**src/rtl/bin2bcd_pkg.sv**
```systemverilog
// Shared types and constants for the sequential binary-to-BCD converter.
package bin2bcd_pkg;

  typedef enum logic [1:0] {
    IDLE  = 2'd0,
    SHIFT = 2'd1,
    DONE  = 2'd2
  } state_t;

  localparam int unsigned DIGIT_W    = 4;
  localparam int unsigned ADJ_THRESH = 5;
  localparam int unsigned ADJ_ADD    = 3;
  localparam logic [6:0]  SEG_BLANK  = 7'b0;

  // Decimal digits needed for a WIDTH-bit value: ceil(width * log10(2)).
  function automatic int unsigned digits_needed(input int unsigned width);
    longint unsigned prod;
    prod = 64'(width) * 64'd30103;
    return 32'((prod + 64'd99999) / 64'd100000);
  endfunction

endpackage

```
**src/rtl/seg7_decode.sv**
```systemverilog
// Combinational BCD digit to active-high {g,f,e,d,c,b,a} segment decoder.
module seg7_decode
  import bin2bcd_pkg::*;
(
  input  logic [DIGIT_W-1:0] i_digit,
  output logic [6:0]         o_seg_c
);

  always_comb begin
    o_seg_c = SEG_BLANK;
    case (i_digit)
      4'd0:    o_seg_c = 7'h3F;
      4'd1:    o_seg_c = 7'h06;
      4'd2:    o_seg_c = 7'h5B;
      4'd3:    o_seg_c = 7'h4F;
      4'd4:    o_seg_c = 7'h66;
      4'd5:    o_seg_c = 7'h6D;
      4'd6:    o_seg_c = 7'h7D;
      4'd7:    o_seg_c = 7'h07;
      4'd8:    o_seg_c = 7'h7F;
      4'd9:    o_seg_c = 7'h6F;
      default: o_seg_c = SEG_BLANK;
    endcase
  end

endmodule

```
**src/rtl/bin2bcd_seq.sv**
```systemverilog
// Double-dabble binary-to-BCD converter, one bit per cycle, start/done handshake.
// Define SEG7_EN to add the registered 7-segment output port seg.
module bin2bcd_seq
  import bin2bcd_pkg::*;
#(
  parameter int unsigned WIDTH  = 8,
  parameter int unsigned DIGITS = 3
) (
  input  logic                        clk,
  input  logic                        rst,
  input  logic                        start,
  input  logic [WIDTH-1:0]            bin,
  output logic                        busy,
  output logic                        done,
  output logic [DIGIT_W*DIGITS-1:0]   bcd
`ifdef SEG7_EN
  ,
  output logic [7*DIGITS-1:0]         seg
`endif
);

  localparam int unsigned BCD_W = DIGIT_W * DIGITS;
  localparam int unsigned CNT_W = $clog2(WIDTH + 1);

  if (DIGITS < digits_needed(WIDTH)) begin : g_digits_check
    $error("bin2bcd_seq: DIGITS too small for WIDTH");
  end

  state_t             r_state;
  state_t             w_next;
  logic [WIDTH-1:0]   r_bin;
  logic [BCD_W-1:0]   r_work;
  logic [CNT_W-1:0]   r_cnt;
  logic [BCD_W-1:0]   r_bcd;
  logic               r_busy;
  logic               r_done;
  logic [BCD_W-1:0]   w_adj;
  logic [BCD_W-1:0]   w_work_sh;
  logic [WIDTH-1:0]   w_bin_sh;
  logic               w_last;
  logic               w_accept;

  assign w_last   = (r_cnt == CNT_W'(WIDTH - 1));
  assign w_accept = start && ((r_state == IDLE) || (r_state == DONE));

  // Add-3 correction on every digit that is 5 or more; digits never carry.
  always_comb begin
    w_adj = r_work;
    for (int d = 0; d < int'(DIGITS); d++) begin
      if (r_work[d*DIGIT_W +: DIGIT_W] >= DIGIT_W'(ADJ_THRESH))
        w_adj[d*DIGIT_W +: DIGIT_W] = r_work[d*DIGIT_W +: DIGIT_W] + DIGIT_W'(ADJ_ADD);
    end
  end

  assign {w_work_sh, w_bin_sh} = {w_adj, r_bin} << 1;

  always_ff @(posedge clk) begin
    if (rst) r_state <= IDLE;
    else     r_state <= w_next;
  end

  always_comb begin
    w_next = r_state;
    case (r_state)
      IDLE:    if (start) w_next = SHIFT;
      SHIFT:   if (w_last) w_next = DONE;
      DONE:    w_next = start ? SHIFT : IDLE;
      default: w_next = IDLE;
    endcase
  end

  // Datapath and registered handshake outputs.
  always_ff @(posedge clk) begin
    if (rst) begin
      r_bin  <= '0;
      r_work <= '0;
      r_cnt  <= '0;
      r_bcd  <= '0;
      r_busy <= 1'b0;
      r_done <= 1'b0;
    end else begin
      r_busy <= (w_next == SHIFT);
      r_done <= (w_next == DONE);
      if (w_accept) begin
        r_bin  <= bin;
        r_work <= '0;
        r_cnt  <= '0;
      end else if (r_state == SHIFT) begin
        r_bin  <= w_bin_sh;
        r_work <= w_work_sh;
        r_cnt  <= r_cnt + CNT_W'(1);
        if (w_last) r_bcd <= w_work_sh;
      end
    end
  end

  assign busy = r_busy;
  assign done = r_done;
  assign bcd  = r_bcd;

`ifdef SEG7_EN
  logic [7*DIGITS-1:0] w_seg;
  logic [7*DIGITS-1:0] r_seg;

  for (genvar g = 0; g < int'(DIGITS); g++) begin : g_dec
    seg7_decode u_dec (
      .i_digit (w_work_sh[g*DIGIT_W +: DIGIT_W]),
      .o_seg_c (w_seg[g*7 +: 7])
    );
  end

  // Segments load alongside bcd; reset leaves the display blank.
  always_ff @(posedge clk) begin
    if (rst)                           r_seg <= '0;
    else if ((r_state == SHIFT) && w_last) r_seg <= w_seg;
  end

  assign seg = r_seg;
`endif

endmodule

```
**config.mk**
```make
export PLATFORM = sky130hd
export DESIGN_NAME = bin2bcd_seq
export DESIGN_NICKNAME = d
export VERILOG_FILES = /design/src/rtl/bin2bcd_pkg.sv /design/src/rtl/seg7_decode.sv /design/src/rtl/bin2bcd_seq.sv
export SDC_FILE = /design/constraint.sdc
export NUM_CORES = 1
export LEC_CHECK = 0
export ABC_AREA = 1
export BUFFER_PORTS_ARGS = -buffer_cell sky130_fd_sc_hd__clkbuf_2
export CAP_MARGIN = 20
export CORE_AREA = 2 2 62 64
export DETAILED_ROUTE_END_ITERATION = 8
export DIE_AREA = 0 0 64 66
export HOLD_SLACK_MARGIN = 0.03
export PLACE_DENSITY = 0.76
export SYNTH_ARGS = -nofsm -noshare
export SYNTH_HDL_FRONTEND = slang
export SYNTH_SLANG_ARGS = --single-unit
```
**constraint.sdc**
```tcl
create_clock -name clk -period 1.4 [get_ports clk]
set_input_delay 0.07 -clock clk [delete_from_list [all_inputs] [get_ports clk]]
set_output_delay 0.07 -clock clk [all_outputs]
set_load 0.1 [all_outputs]
```
; ---- Word level (Yosys, flattened, before mapping)
; Cells that the tools add are included.
[totals]
regBits = 40
out_inout_bits = 14
input_bits = 11
word_cells = 35
[op_classes]
n_addsub = 4
n_reduce_logical = 6
order_cmp = 3
bitwise = 1
eq_ne = 5
n_mux = 9
[op_table]
columns = cell, n
row1 = two-way mux 8 bit, 2
row2 = greater-or-equal comparator 4 x 3 -> 1 bit (second input constant), 3
row3 = adder 4 x 2 -> 4 bit (second input constant), 2
row4 = two-way mux 4 bit, 2
row5 = one-hot mux 2 bit (3 select lines), 1
row6 = adder 4 x 1 -> 4 bit (second input constant), 1
row7 = equality test 2 x 1 -> 1 bit (second input constant), 2
row8 = equality test 2 bit (second input constant), 2
row9 = equality test 4 x 3 -> 1 bit (second input constant), 1
row10 = two-way mux 2 bit, 2
row11 = adder 3 x 2 -> 3 bit (second input constant), 1
row12 = two-way mux 3 bit, 1
row13 = AND reduction 3 bit, 1
row14 = zero test 2 bit, 1
row15 = nonzero test 2 bit, 1
row16 = OR reduction 2 bit, 1
row17 = logical AND 1 bit, 1
row18 = logical OR 1 bit, 1
row19 = two-way mux 1 bit, 1
row20 = inverter 1 bit, 1

; ---- Logic depth before layout (Yosys ltp)
; Gate-level depths: netlist of the first run.
[depth]
depth_word = 5
mapped_depth = 9
mapped_depth_nobuf = 9

; ---- Worst setup path after synthesis of the first run
; OpenSTA, ideal clock, no wires.
[synth_path]
path_kind = register to register
startpoint = register, netlist name bcd[1]
endpoint = register r_bcd[1], in the netlist bcd[1]
t_arrival_ps = 1298
stages_incl_launch_ff = 5
setup_time_ps = 56
period_less_slack_ps = 1353
required_ps = 1344
n_path_buf = 0
path_slack_ps = 47
path_cell_list = dfxtp_1 > inv_1 > a21oi_2 > nand2_1 > inv_1
[synth_lines]
columns = item, line_no
row1 = to (signal assigned), bin2bcd_seq.sv:92  ; if (w_last) r_bcd <= w_work_sh;
row2 = to (decl), bin2bcd_seq.sv:34  ; logic [BCD_W-1:0] r_bcd;

; ---- Final worst setup path of the first run
[layout_path]
startpoint = register r_work[5]
endpoint = register r_work[6]
[layout_between]
elab_chain_cells = 2
elab_cells_between_ends = 3
classes_between = add/sub: 1 / order compare: 1 / mux: 1
[layout_rtl]
columns = item, line_no
row1 = from (decl), bin2bcd_seq.sv:32  ; logic [BCD_W-1:0] r_work;
row2 = from (signal assigned), bin2bcd_seq.sv:90  ; r_work <= w_work_sh;
row3 = adder 4 x 2 -> 4 bit / greater-or-equal comparator 4 x 3 -> 1 bit (equally long branches), "bin2bcd_seq.sv:51, bin2bcd_seq.sv:50"
row4 = two-way mux 4 bit *, bin2bcd_seq.sv:50  ; if (r_work[d*DIGIT_W +: DIGIT_W] >= DIGIT_W'(ADJ_THRESH))
; Every way passes the cells marked *; elsewhere a longest branch is shown, timed or not.
; A chain may end at the register's enable or synchronous reset.

==> flow_summary_export.csv, run 1 <==
group,metric,value,unit
setup_path,r2r-end,"r_work[6]",
route,avgViaCountPerCell,5.00,
synth,synthArstFlopShare,0,
synth,synth.most_common_cell,"inv_1",
grt,grt_max_degree,18,
run,maxCapViolCount,0,
final_layout,postLayoutCoreUtil,0.646,
placement,gp_congestion,0.876,
synth,post-synth-top-area-cell,"dfxtp_1",
synth,ys_ff_latch,40,
setup_path,cp_max_fo,5,
setup_path,critPathLaunch,"r_work[5]",
floorplan,core,3550,sq um
grt,grt_pass1_vias,1678,
sta,finalHoldViolations,0,
run_status,status,"complete, no violations",
floorplan,die_y,66,um
route,ant_nets,0,
synth,synthTopCellsByCount,"inv_1 (55), nand2_1 (45), dfxtp_1 (40)",
setup_path,r2r_cells,9,
placement,dp.cells,345,
final_layout,nets,330,
grt,antenna_found_initial,0,
power_and_ir_drop,max-vdd-ir-drop,489,uV
setup_path,worst_ep_arrival_time,1.55,ns
synth,syn-num-nets,291,
final_layout,seqCellArea,806,sq um
sta,grt_setup_unrepaired,"no",
cts,cts_sinks,40,
floorplan,core.rowCount,22,
final_layout,final_cells,361,
final_layout,area_growth,17.7,%
floorplan,num_io_pins,25,
route,drt_iter0_markers,116,
sta,worst_slack,0.121,ns
cts,h-tree-depth,2,
cts,postCtsSetupRepairBufs,0,
power_and_ir_drop,powerDensity,949,nW/um^2
placement,dp_hpwl,2.94,mm
hold_path,hold_path_class,"input port to register",
floorplan,start_util,0.549,
route,post_drt_wl_per_cell,11.4,um
sta,slew_violations,0,
sta,fmax,782,MHz
synth,ys.flop_type,"dfxtp_1",
sta,clock-skew-final,0.0115,ns
synth,synth_area_leaders,"dfxtp_1 (41%), inv_1 (11%), nand2_1 (8.7%)",
setup_path,end_kind,"register",
floorplan,die_area,4220,sq um
power_and_ir_drop,p_leak,1.10,nW
cts,cts_tree,"built",
synth,yosysWarnings,0,
sta,max_slew.worst_pin.slew,0.546,ns
setup_path,crit_type,"register to register",
synth,synth.distinct_cells,21,
sta,tns,0,ns
placement,post-place-ws,0.0674,ns
cts,root_buffer,"clkbuf_4",
route,first_pass_iters,4,
setup_path,regToRegSetupSlack,0.12,ns
final_layout,multiInputGateArea,885,sq um
grt,grt_usage,0.215,
final_layout,fillCellCount,336,
route,routed_wl,4.11,mm
floorplan,fp.dieW,64,um
setup_path,cp.required,1.67,ns
synth,synth_edf_count,0,
final_layout,drive_gt1_frac,0.198,
sta,maxSlewHeadroom,0.638,
route,drc_errors,0,
setup_path,rr_startpoint,"r_work[5]",
cts,cts.clk_slew.worst_paths,0.13,ns
sta,finalSetupViolCount,0,
sta,post-route-min-period,1.28,ns
route,vias,1804,
sta,min_period_over_period,0.913,
grt,overflow,0,
placement,port-buffer-count,24,
cts,cts_buffers,5,
synth,yosysSeqAreaShare,0.411,
setup_path,crit_path_end,"r_work[6]",
synth,syn_inst,273,
synth,synth_top_cell_area_share,0.411,
final_layout,antenna_cells,0,
grt,grt_pass1_wl,7.07,mm
synth,synth_area_per_cell,7.14,sq um
setup_path,cp-start-kind,"register",
synth,netlist_area,1950,sq um
cts,clock_latency,0.36,ns
cts,clockBufferDepth,2,
-- how the worst min path moves through the flow --
stage | from | endpoint | slack (ns) | cells after the start
detailed placement | bin[0] | r_bin[0] | 0.31 | 3
global placement | bin[0] | r_bin[0] | 0.30 | 3
floorplan | bin[0] | r_bin[0] | 0.20 | 2
global route | start | r_state[0] | 0.05 | 3
finish | start | r_state[0] | 0.06 | 3
CTS | start | r_state[0] | 0.05 | 3
-- final cells by class --
class | instances | area share
Inverter | 56 | 0.0917
Sequential cell | 40 | 0.351
Clock buffer | 6 | 0.0224
Timing Repair Buffer | 41 | 0.118
Multi-Input combinational cell | 168 | 0.386
Tap cell | 48 | 0.0262
Clock inverter | 2 | 0.00436
-- placed cells by master, fill, tap and decap left out, types with 4 or more instances in the layout --
cell,synthesis,layout
inv_1,55,55
nand2_1,45,44
dfxtp_1,40,36
nand3_1,28,28
clkbuf_2,0,24
o21ai_0,21,21
a21oi_1,21,21
nor2_1,17,17
dlygate4sd3_1,0,8
buf_4,2,8
a21oi_2,6,6
nand4_1,6,6
nor3_1,6,6
ha_1,7,6
nand2_2,5,5
clkbuf_4,0,5
dfxtp_2,0,4
-- report_power, final --
part | switching [W] | internal [W] | leakage (nW)
clock network | 0.000389 | 0.000239 | 0.0380
logic | 0.000209 | 0.000120 | 0.735
registers | 0.0000308 | 0.00119 | 0.328
-- through the flow --
| step | total power, W | cell area, sq um | hold slack (ns) |
|---|---|---|---|
| floorplan | 0.00147 | 1950 | 0.205 |
| global placement | 0.00154 | 2130 | 0.298 |
| detailed placement | 0.00155 | 2130 | 0.305 |
| CTS | 0.00218 | 2270 | 0.0512 |
| global route | 0.00228 | 2290 | 0.0522 |
| finish | 0.00218 | 2290 | 0.0553 |
-- cells by family after synthesis --
| logic type | count (synthesis) | synth area share |
|---|---|---|
| AND/OR/NAND/NOR | 110 | 0.257 |
| buffers and inverters | 65 | 0.140 |
| AO/OA/AOI/OAI | 50 | 0.143 |
| flip-flops | 40 | 0.411 |
| adder cells (fa/ha/maj) | 7 | 0.0450 |
| XOR/XNOR | 1 | 0.00450 |
-- critical path, stage by stage, from the launching register on --
cell	delay [ns]
dfxtp_1	0.35
inv_1	0.10
ha_1	0.17
inv_1	0.04
nand2_1	0.13
nand3_1	0.12
nand2_1	0.09
nand3_1	0.09
nand2_1	0.07
inv_1	0.03
-- state kept, by name, summed over array words and instances (netlist names) --
name	flops
bcd	12
done	1
busy	1
r_work	12
r_state	2
r_bin	8
r_cnt	4
-- metal layers --
layer  up-vias  wire, um  track usage
li1        941         -            -
met1       812      1950        0.259
met2        41      1900        0.358
met3        10       182       0.0647
met4         0        78       0.0842
met5         -         0            0
-- timing repair --
action / CTS / global route
endpoints found under the hold margin: 8 / 0
hold buffers: 8 / 0
gates resized for setup: 0 / 8
endpoints found under the setup margin: 0 / 16
Power figures use the tool's default switching activity.
==> run 2, diff against run 1 <==
--- a/config.mk
+++ b/config.mk
@@ -6,13 +6,13 @@
 export NUM_CORES = 1
 export LEC_CHECK = 0
 export ABC_AREA = 1
-export BUFFER_PORTS_ARGS = -buffer_cell sky130_fd_sc_hd__clkbuf_2
+export BUFFER_PORTS_ARGS = -buffer_cell sky130_fd_sc_hd__buf_4
 export CAP_MARGIN = 20
-export CORE_AREA = 2 2 62 64
+export CORE_AREA = 2 2 65 67
 export DETAILED_ROUTE_END_ITERATION = 8
-export DIE_AREA = 0 0 64 66
+export DIE_AREA = 0 0 67 69
 export HOLD_SLACK_MARGIN = 0.03
-export PLACE_DENSITY = 0.76
+export PLACE_DENSITY = 0.7
 export SYNTH_ARGS = -nofsm -noshare
 export SYNTH_HDL_FRONTEND = slang
 export SYNTH_SLANG_ARGS = --single-unit
==> flow_summary_export.csv, run 2 (synthesis results as in run 1) <==
group,metric,value,unit
run_status,status,"complete, no violations",
route,drc_errors,0,
setup_path,cp.required,1.62,ns
sta,slew_violations,0,
power_and_ir_drop,p_leak,1.11,nW
grt,grt_pass1_wl,6.86,mm
power_and_ir_drop,max-vdd-ir-drop,692,uV
cts,cts_sinks,40,
cts,clockBufferDepth,2,
cts,postCtsSetupRepairBufs,0,
cts,clock_latency,0.29,ns
hold_path,holdPathEnd,"r_bin[1]",
setup_path,cp_max_fo,7,
floorplan,die_area,4620,sq um
setup_path,worst_ep_arrival_time,1.49,ns
run,maxCapViolCount,0,
placement,dp_hpwl,2.85,mm
floorplan,core,3910,sq um
cts,cts.clk_slew.worst_paths,0.08,ns
final_layout,nets,325,
route,post_drt_wl_per_cell,11.1,um
setup_path,cp-start-kind,"register",
sta,finalHoldViolations,0,
setup_path,r2r-end,"bcd[11]",
route,first_pass_iters,4,
sta,post-route-min-period,1.27,ns
route,routed_wl,3.97,mm
grt,grt_pass1_vias,1617,
floorplan,die_y,69,um
placement,gp_congestion,0.911,
sta,clock-skew-final,0.00348,ns
final_layout,multiInputGateArea,882,sq um
floorplan,start_util,0.498,
power_and_ir_drop,p_int,0.00165,W
route,avgViaCountPerCell,4.97,
final_layout,antenna_cells,0,
sta,maxSlewHeadroom,0.815,
hold_path,worstHoldStart,"rst",
grt,grt_usage,0.190,
sta,finalSetupViolCount,0,
power_and_ir_drop,p_switching,0.000635,W
setup_path,crit_type,"register to register",
placement,post-place-ws,0.0609,ns
setup_path,crit_buf_inv,1,
final_layout,layout_commonest_cell,"inv_1",
sta,grt_setup_unrepaired,"no",
power_and_ir_drop,powerDensity,985,nW/um^2
sta,tns,0,ns
floorplan,fp.dieW,67,um
final_layout,most-common-layout-cells,"inv_1 (55), nand2_1 (44), dfxtp_1 (39), buf_4 (32), nand3_1 (28)",
floorplan,core.rowCount,23,
setup_path,cp_num_cells,6,
cts,cts_tree,"built",
cts,root_buffer,"clkbuf_8",
setup_path,slowest_stage,"dfxtp_1",
sta,max_slew.worst_pin.slew,0.280,ns
setup_path,cpPeakStageDelay,0.38,ns
cts,cts_buffers,5,
final_layout,finalInstanceArea,2320,sq um
setup_path,crit_top_cell,"nand3_1",
floorplan,num_io_pins,25,
placement,placed_area,2190,sq um
hold_path,hold_depth,2,
placement,port-buffer-count,24,
final_layout,drive_gt1_frac,0.185,
route,drt_iter0_markers,140,
route,vias,1778,
final_layout,fillCellCount,388,
final_layout,area_growth,19.3,%
setup_path,rr_startpoint,"r_cnt[0]",
setup_path,end_kind,"register",
cts,h-tree-depth,2,
setup_path,worstPathCellList,"ha_1 -> nand3_1 -> nor2_2 -> buf_4 -> nand3_1 -> a21oi_1",
power_and_ir_drop,seqPwrFrac,0.532,
power_and_ir_drop,p_comb_frac,0.141,
sta,fin_hold_ws,0.0922,ns
setup_path,path_delay_family,"flip-flops",
final_layout,seqCellArea,802,sq um
sta,fmax,790,MHz
grt,overflow,0,
power_and_ir_drop,power_frac_clock,0.327,
grt,antenna_found_initial,0,
hold_path,hold_path_class,"input port to register",
setup_path,regToRegSetupSlack,0.13,ns
setup_path,r2r_cells,6,
sta,worst_slack,0.134,ns
sta,min_period_over_period,0.904,
route,ant_nets,0,
grt,grt_max_degree,18,
power_and_ir_drop,sw_frac_of_total,0.277,
run 2: per-stage QoR:
step           std cells  utilization  total power, W
4_1_cts              358        0.592         0.00233
3_3_place_gp         346        0.559         0.00155
2_1_floorplan        273            -         0.00147
3_5_place_dp         346        0.559         0.00156
5_1_grt              358        0.594         0.00243
6_report             358        0.594         0.00229
run 2: cell type report:
cell class | count | area share
clock inverters | 3 | 0.00807
multi-input cells | 168 | 0.379
clock buffers | 5 | 0.0296
repair buffers | 36 | 0.121
well taps | 50 | 0.0269
inverters | 56 | 0.0904
flip-flops and latches | 40 | 0.345
run 2: worst max path at each step:
stage / from / to / slack (ns)
after CTS: r_cnt[0] / bcd[9] / 0.04
after detailed placement: r_cnt[0] / bcd[9] / 0.06
final: r_cnt[0] / bcd[11] / 0.13
after global placement: r_cnt[0] / bcd[9] / 0.13
after floorplan: bcd[1] / bcd[1] / 0.05
after global routing: r_work[4] / r_work[8] / 0.008
run 2: per-layer routing:
| layer | routed length (um) | part of all wire | track usage | vias to the layer above |
|---|---|---|---|---|
| met5 | 0 | 0 | 0 | - |
| met3 | 102 | 0.026 | 0.0392 | 6 |
| li1 | - | - | - | 934 |
| met4 | 60 | 0.015 | 0.0748 | 0 |
| met1 | 1950 | 0.49 | 0.246 | 817 |
| met2 | 1860 | 0.47 | 0.303 | 21 |
run 2: timing repair:
item | CTS | global route
hold buffers | 4 | 0
endpoints found under the hold margin | 4 | 0
endpoints found under the setup margin | 0 | 14
resized for setup | 0 | 3
run 2: power by group through the flow:
| stage | combinational, W | clock [W] | sequential (W) |
|---|---|---|---|
| CTS | 0.000322 | 0.000791 | 0.00122 |
| detailed placement | 0.000312 | 0 | 0.00124 |
| global route | 0.000368 | 0.000836 | 0.00122 |
| global placement | 0.000310 | 0 | 0.00124 |
| floorplan | 0.000213 | 0 | 0.00125 |
| finish | 0.000323 | 0.000749 | 0.00122 |
